### src/rtl/puf_resp_packer.sv
// puf_resp_packer: triggers an oscillator PUF, tags each 96-bit response with a 32-bit header
// and packs four tagged responses per 512-bit AXI4-Stream beat under output flow control.
module puf_resp_packer #(
    parameter int C_DATA_WIDTH  = 512,
    parameter int C_RESP_WIDTH  = 96,
    parameter int C_COUNT_WIDTH = 32,
    parameter int C_TIMEOUT     = 4096
) (
    input  logic                     aclk,
    input  logic                     areset_n,
    input  logic                     ctrl_start,
    input  logic [C_COUNT_WIDTH-1:0] ctrl_num_responses,
    output logic                     ctrl_done,
    output logic                     puf_trig,
    input  logic [2:0]               puf_state,
    input  logic [C_RESP_WIDTH-1:0]  puf_out,
    output logic                     m_axis_tvalid,
    input  logic                     m_axis_tready,
    output logic [C_DATA_WIDTH-1:0]  m_axis_tdata,
    output logic                     m_axis_tlast
);
    localparam int SW = C_DATA_WIDTH / 4;
    localparam int TW = $clog2(C_TIMEOUT + 1);
    localparam logic [TW-1:0] TO_LOAD = TW'(C_TIMEOUT - 1);
    localparam logic [C_COUNT_WIDTH-1:0] ONE = C_COUNT_WIDTH'(1);

    typedef enum logic [2:0] {IDLE, TRIG, WAIT, CAPTURE, REARM, FLUSH, DONE} state_t;

    state_t                   state_q, state_d;
    logic [C_COUNT_WIDTH-1:0] n_q, n_d, idx_q, idx_d;
    logic [1:0]               ptr_q, ptr_d;
    logic [C_DATA_WIDTH-1:0]  acc_q, acc_d, tdata_q, tdata_d;
    logic [TW-1:0]            tmo_q, tmo_d;
    logic                     to_q, to_d, trig_q, trig_d, done_q, done_d;
    logic                     tvalid_q, tvalid_d, tlast_q, tlast_d;
    logic                     resp_ok, out_free, last_resp;
    logic [SW-1:0]            slot;

    assign resp_ok   = puf_state == 3'b100;
    assign out_free  = !tvalid_q || m_axis_tready;
    assign last_resp = idx_q + ONE == n_q;
    assign slot      = {8'hA5, to_q, 7'd0, idx_q[15:0], to_q ? {C_RESP_WIDTH{1'b1}} : puf_out};
    assign trig_d    = state_d == WAIT;

    always_comb begin
        state_d  = state_q;
        n_d      = n_q;
        idx_d    = idx_q;
        ptr_d    = ptr_q;
        acc_d    = acc_q;
        tmo_d    = tmo_q;
        to_d     = to_q;
        tvalid_d = tvalid_q && !m_axis_tready;
        tdata_d  = tdata_q;
        tlast_d  = tlast_q;
        done_d   = 1'b0;
        case (state_q)
            IDLE: if (ctrl_start) begin
                n_d     = ctrl_num_responses;
                idx_d   = '0;
                ptr_d   = '0;
                acc_d   = '0;
                state_d = ctrl_num_responses == '0 ? DONE : TRIG;
            end
            TRIG: begin
                tmo_d   = TO_LOAD;
                state_d = WAIT;
            end
            WAIT: if (resp_ok) begin
                to_d    = 1'b0;
                state_d = CAPTURE;
            end else if (tmo_q == '0) begin
                to_d    = 1'b1;
                state_d = CAPTURE;
            end else begin
                tmo_d = tmo_q - TW'(1);
            end
            CAPTURE: begin
                acc_d[ptr_q*SW +: SW] = slot;
                idx_d   = idx_q + ONE;
                ptr_d   = ptr_q + 2'd1;
                state_d = (ptr_q == 2'd3 || last_resp) ? FLUSH : REARM;
            end
            REARM: if (!resp_ok) state_d = TRIG;
            // Reload is allowed in the same cycle the previous beat is accepted.
            FLUSH: if (out_free) begin
                tvalid_d = 1'b1;
                tdata_d  = acc_q;
                tlast_d  = idx_q == n_q;
                acc_d    = '0;
                ptr_d    = '0;
                state_d  = idx_q == n_q ? DONE : REARM;
            end
            DONE: if (out_free) begin
                done_d  = 1'b1;
                state_d = IDLE;
            end
            default: state_d = IDLE;
        endcase
    end

    always_ff @(posedge aclk or negedge areset_n) begin
        if (!areset_n) begin
            state_q  <= IDLE;
            n_q      <= '0;
            idx_q    <= '0;
            ptr_q    <= '0;
            acc_q    <= '0;
            tmo_q    <= '0;
            to_q     <= 1'b0;
            trig_q   <= 1'b0;
            done_q   <= 1'b0;
            tvalid_q <= 1'b0;
            tdata_q  <= '0;
            tlast_q  <= 1'b0;
        end else begin
            state_q  <= state_d;
            n_q      <= n_d;
            idx_q    <= idx_d;
            ptr_q    <= ptr_d;
            acc_q    <= acc_d;
            tmo_q    <= tmo_d;
            to_q     <= to_d;
            trig_q   <= trig_d;
            done_q   <= done_d;
            tvalid_q <= tvalid_d;
            tdata_q  <= tdata_d;
            tlast_q  <= tlast_d;
        end
    end

    assign ctrl_done     = done_q;
    assign puf_trig      = trig_q;
    assign m_axis_tvalid = tvalid_q;
    assign m_axis_tdata  = tdata_q;
    assign m_axis_tlast  = tlast_q;
endmodule
### config.mk
export PLATFORM = sky130hd
export DESIGN_NAME = puf_resp_packer
export DESIGN_NICKNAME = d
export VERILOG_FILES = /design/src/rtl/puf_resp_packer.sv
export SDC_FILE = /design/constraint.sdc
export NUM_CORES = 2
export LEC_CHECK = 0
export BUFFER_PORTS_ARGS = -buffer_cell sky130_fd_sc_hd__buf_2
export CORE_MARGIN = 5
export CORE_UTILIZATION = 50
export CTS_CLUSTER_DIAMETER = 120
export DETAILED_ROUTE_END_ITERATION = 12
export PLACE_DENSITY = 0.73
export REMOVE_ABC_BUFFERS = 1
export SETUP_SLACK_MARGIN = 0.5
export SLEW_MARGIN = 20
export SYNTH_ARGS = -nofsm -noshare
export SYNTH_HDL_FRONTEND = slang
export SYNTH_SLANG_ARGS = --single-unit
### constraint.sdc
create_clock -name aclk -period 5.3 [get_ports aclk]
set_input_delay 1.06 -clock aclk [delete_from_list [all_inputs] [get_ports aclk]]
set_output_delay 1.06 -clock aclk [all_outputs]
set_load 0.03 [all_outputs]
=== Word-level counts from Yosys, hierarchy flattened ===
Index checks and enable logic that the tools add are counted.

* Mux-type cells: 29
* Add/sub/neg operators: 4
* Equality and inequality tests: 15
* Shift operators: 2
* Reductions and logical operators: 18

{| class="wikitable"
|+ Operators with widths
! kind !! count
|-
| $pmux 512 s3 || 1
|-
| $mux 512 || 2
|-
| $bwmux 512 || 1
|-
| $shift 128x34->512 const A || 1
|-
| $shiftx 128x34->512 || 1
|-
| $mux 96 || 1
|-
| $eq 32x32->1 || 2
|-
| $pmux 32 s2 || 1
|-
| $neg 9->34 || 1
|-
| $add 32x1->32 const B || 1
|-
| $logic_not 32->1 || 1
|-
| $mux 32 || 1
|-
| $mux 13 || 2
|-
| $pmux 13 s2 || 1
|-
| $mux 3 || 7
|-
| $pmux 3 s7 || 1
|-
| $logic_not 13->1 || 1
|-
| $sub 13x1->13 const B || 1
|-
| $eq 3x3->1 const B || 4
|-
| $eq 3x2->1 const B || 3
|-
| $ne 2x2->1 const B || 4
|-
| $reduce_and 2->1 || 4
|-
| $mux 1 || 7
|-
| $mux 2 || 3
|-
| other kinds (11) || 16
|}

* Register bits after elaboration: 1111
* Word-level logic and storage cells: 80
* Output and inout port bits: 516
* Bits of input ports: 135

=== Longest topological paths before layout ===
* Depth after elaboration: 6
* Mapped depth: 10
* Gate-level depth less buffers: 8

=== Worst setup path after synthesis ===
No wires, ideal clock.

* Path kind: input -> register
* From: input port ctrl_start
* To: register acc_q[358]
* Required time: 5.234 ns
* Slack: 2.365 ns
* Library setup time: 0.066 ns
* Arrival: 2.869 ns
* Buffers on the path: 2
* Cell stages on the path: 8
* Cell sequence: nor4b_2 > a211oi_1 > or2_1 > nor2_1 > and4_1 > clkbuf_1 > clkbuf_1 > a22o_1

* Word-level cells in the longest chain between the ends: 2

{| class="wikitable"
|+ Ends and longest elaborated chain
! what !! RTL line !! source
|-
| start: declaration || 11 || <nowiki>input logic ctrl_start,</nowiki>
|-
| $ne 2x2->1 (no source line) || -- ||
|-
| $reduce_and 3->1 (no source line) || -- ||
|-
| end signal: assignment || 108 || <nowiki>acc_q <= '0;</nowiki>
|-
| end signal: assignment || 121 || <nowiki>acc_q <= acc_d;</nowiki>
|-
| end: declaration || 32 || <nowiki>logic [C_DATA_WIDTH-1:0] acc_q, acc_d, tdata_q, tdata_d;</nowiki>
|}

Every way passes these cells.
A chain may end at the register's enable or synchronous reset.

=== Worst setup path in the final report ===
* From: register idx_q[1]
* To: register state_q[0]

* Word-level cells in the longest chain between the ends: 5

{| class="wikitable"
|+ Ends and longest elaborated chain
! what !! RTL line !! source
|-
| start: declaration || 30 || <nowiki>logic [C_COUNT_WIDTH-1:0] n_q, n_d, idx_q, idx_d;</nowiki>
|-
| start signal: assignment || 119 || <nowiki>idx_q <= idx_d;</nowiki>
|-
| $add 32x1->32 || 41 || <nowiki>assign last_resp = idx_q + ONE == n_q;</nowiki>
|-
| $eq 32x32->1 || 41 ||
|-
| $logic_or 1x1->1 || 82 || <nowiki>state_d = (ptr_q == 2'd3 || last_resp) ? FLUSH : REARM;</nowiki>
|-
| $mux 1 || 82 ||
|-
| $pmux 3 s7 || 57 || <nowiki>case (state_q)</nowiki>
|-
| net state_d[0] || 29 || <nowiki>state_t state_q, state_d;</nowiki>
|-
| end signal: assignment || 117 || <nowiki>state_q <= state_d;</nowiki>
|-
| end: declaration || 29 ||
|}

The timed path passes the listed nets, and every way through them passes these cells.

==> results.json <==
{
  "slew_headroom_pct": 25.6,
  "detail-route-antenna-nets": 0,
  "worst_r2r_startpoint": "idx_q[1]",
  "grt_pass1_vias": 27100,
  "critical_path.top_delay_family": "simple AND/OR/NAND/NOR gates",
  "cp.required_ns": 5.85,
  "most_frequently_used_cell_type_in_the_post_synthesis_netlist": "dfrtp_1",
  "drt_pre_antenna_iters": 5,
  "io_buffers": 606,
  "cts.path.max_buffers": 3,
  "depth_of_the_worst_register_to_register_path": 8,
  "design.die.area_sq_um": 83100,
  "max_stage_delay_ns": 0.73,
  "period_share_pct": 65.6,
  "timing.hold.worst_endpoint": "acc_q[329]",
  "rsz0062_at_grt": "false",
  "grt_pass1_wl_mm": 167,
  "timing.critical_path.cells": "ha_1 > nand3_1 > or4_1 > nor4_2 > nand4_1 > nor4_1 > o2111ai_1 > o21ai_1",
  "synth-warning-count": 0,
  "area_taken_by_multi_input_logic_gates_sq_um": 12800,
  "slew_viol_final": 0,
  "gp_congestion": 0.891,
  "fin_nets": 3860,
  "instances_no_fill": 4845,
  "post_drt_via_cell_ratio": 5.56,
  "timing_worst_slew_pin_value_ns": 1.11,
  "mappedNetlistArea_sq_um": 38700,
  "design_power_total_mw": 22.8,
  "synth_area_leaders": "dfrtp_1 65%, mux2_2 13%, o21ai_0 5.3%",
  "final.fill_count": 6201,
  "cts_made_buffers": 100,
  "cts.repair_timing.setup_buffer_count": 0,
  "crit_slowest_cell": "or4_1",
  "setup-tns-final_ns": 0,
  "grt_start_max_net_pins": 142,
  "outcome": "finished, final reports clean",
  "placedInstanceArea_sq_um": 42800,
  "setup_viol": 0,
  "critPathCaptureType": "flop",
  "fmax_mhz": 287,
  "final_hold_viol_count": 0,
  "timing.reg2reg.setup_slack_ns": 1.82,
  "clock_skew_ns": 0.0460,
  "holdPathStages": 2,
  "power_density_nw_per_um2": 495,
  "dp_hpwl_mm": 72.7,
  "register_area_sq_um": 25000,
  "fin_util_pct": 59.8,
  "postSynth.topFlopCell": "dfrtp_1",
  "max_cap_viol_count": 0,
  "core_sq_um": 77100,
  "async_flop_share_pct": 100,
  "antenna_found_initial": 4,
  "floorplan.io_pins": 651,
  "postSynthRegisterBits": 999,
  "placedCellCount": 4656,
  "initial_core_util_pct": 50.3,
  "cts.root.buffer_cell": "clkbuf_16",
  "die_width_um": 288,
  "drt_wl_total_mm": 111,
  "number_of_enable_flip_flop_cells_after_synthesis": 0,
  "netlist-cell-type-count": 58,
  "synth_top_cell_area_share_pct": 64.5,
  "clk_transition_reported_paths_ns": 0.06,
  "tritoncts_clock_tree": "yes",
  "post_cts.resized_instances": 0,
  "globalRouteTotalUtil_pct": 26.0,
  "timing.setup.critical_path_class": "flop to flop",
  "h_tree_depth": 3,
  "drt_drc_violations_left": 0,
  "cp.arrival_ns": 4.02,
  "post-route-min-period_ns": 3.48,
  "vias": 26900,
  "cts_sinks": 999,
  "clock_latency_ns": 0.66,
  "regToRegEndpoint": "state_q[0]",
  "routed_wire_length_per_instance_um": 22.8,
  "synthesis.instances": 3180,
  "hold_sp": "acc_q[329]",
  "critPathLaunchType": "flop",
  "first_iter_violations": 1822,
  "max-vdd-ir-drop_mv": 0.727,
  "leakage_nw": 24.1,
  "gr-total-overflow": 0,
  "worstPathMaxFanout": 9,
  "area_delta_synth_final_pct": 19.1,
  "synthDominantAreaCellType": "dfrtp_1",
  "min_path_type": "flop to flop",
  "netlist_top_cells_count": "999 x dfrtp_1, 542 x nand2_1, 456 x mux2_2",
  "core.rowCount": 102,
  "postLayoutCellArea_sq_um": 46100,
  "fp.dieH_um": 288,
  "worstPathBufferInverterCount": 0,
  "seq_area_frac_synth_pct": 64.5,
  "syn_area_per_cell_sq_um": 12.2,
  "count_of_hold_buffers_inserted_by_post_cts_repair": 0,
  "drive_above_1_share_pct": 34.2
}
==> sequential cells by signal (all words and copies together) (netlist names) <==
| register | count |
|---|---|
| puf_trig | 1 |
| acc_q | 456 |
| m_axis_tdata | 456 |
| m_axis_tlast | 1 |
| state_q | 3 |
| to_q | 1 |
| idx_q | 32 |
| ptr_q | 2 |
| n_q | 32 |
| tmo_q | 13 |
| m_axis_tvalid | 1 |
| ctrl_done | 1 |
==> cells in the final DEF (no fill, tap or decap), types with 11 or more instances in the layout <==
cell type and count:
conb_1 44, a22o_1 63, buf_4 23, clkbuf_8 28, clkbuf_1 22, xor2_1 14
o21ai_0 414, nand2_1 540, buf_2 605, nand3_1 22, nor2_1 138, clkbuf_16 101
nand4_1 24, nor3_1 21, dfrtp_1 998, a31oi_1 11, a211oi_1 13, mux2_2 456
clkinv_2 13, nor4_1 20, xnor2_1 34, a21oi_1 18, buf_12 22
==> metrics by stage <==
step | hold slack [ns] | worst slack [ns]
2_1_floorplan | 0.446 | -7.16
3_3_place_gp | 0.456 | 1.74
3_5_place_dp | 0.466 | 1.66
4_1_cts | 0.479 | 1.89
5_1_grt | 0.490 | 1.61
6_report | 0.471 | 1.82
==> worst max-delay path by stage <==
stage / from / to / cells past startpoint
2_1_floorplan: m_axis_tready / state_q[1] / 5
3_3_place_gp: ctrl_num_responses[10] / tmo_q[2] / 8
3_5_place_dp: m_axis_tready / acc_q[311] / 9
4_1_cts: idx_q[1] / state_q[0] / 8
5_1_grt: idx_q[1] / state_q[0] / 8
6_report: idx_q[1] / state_q[0] / 8
==> where the power goes <==
| part | internal (mW) | leakage (nW) | total (mW) | switching (mW) |
|---|---|---|---|---|
| clock | 4.07 | 1.63 | 7.07 | 3.00 |
| combinational | 1.69 | 8.65 | 6.33 | 4.63 |
| sequential | 8.65 | 13.8 | 9.45 | 0.801 |
| total | 14.4 | 24.1 | 22.8 | 8.43 |
==> tightest hold or removal path, stage by stage (launching register included) <==
cell	delay (ns)
dfrtp_1	0.34
nand2_1	0.04
o21ai_0	0.06
==> routing by layer <==
metal,wire [um],track usage [%]
met5,0,0
met4,5400,11.8
met3,8130,5.02
met2,52800,41.6
met1,44300,34.8
==> cells by family after synthesis <==
kind of cell,synth area share [%]
flip-flops,64.5
AND/OR/NAND/NOR,9.36
AO/OA/AOI/OAI,8.11
multiplexers,13.5
buffers and inverters,3.17
XOR/XNOR,1.09
adder cells (fa/ha/maj),0.226
other,0.00968
==> cell type report <==
type | instances | share of cell area (%)
Sequential cell | 999 | 54.2
Multi-Input combinational cell | 1957 | 27.7
Timing Repair Buffer | 651 | 7.93
Clock buffer | 151 | 6.49
Tap cell | 1040 | 2.82
Clock inverter | 32 | 0.792
Inverter | 9 | 0.0732
Antenna cell | 6 | 0.0325
(Power assumes the default switching activity.)
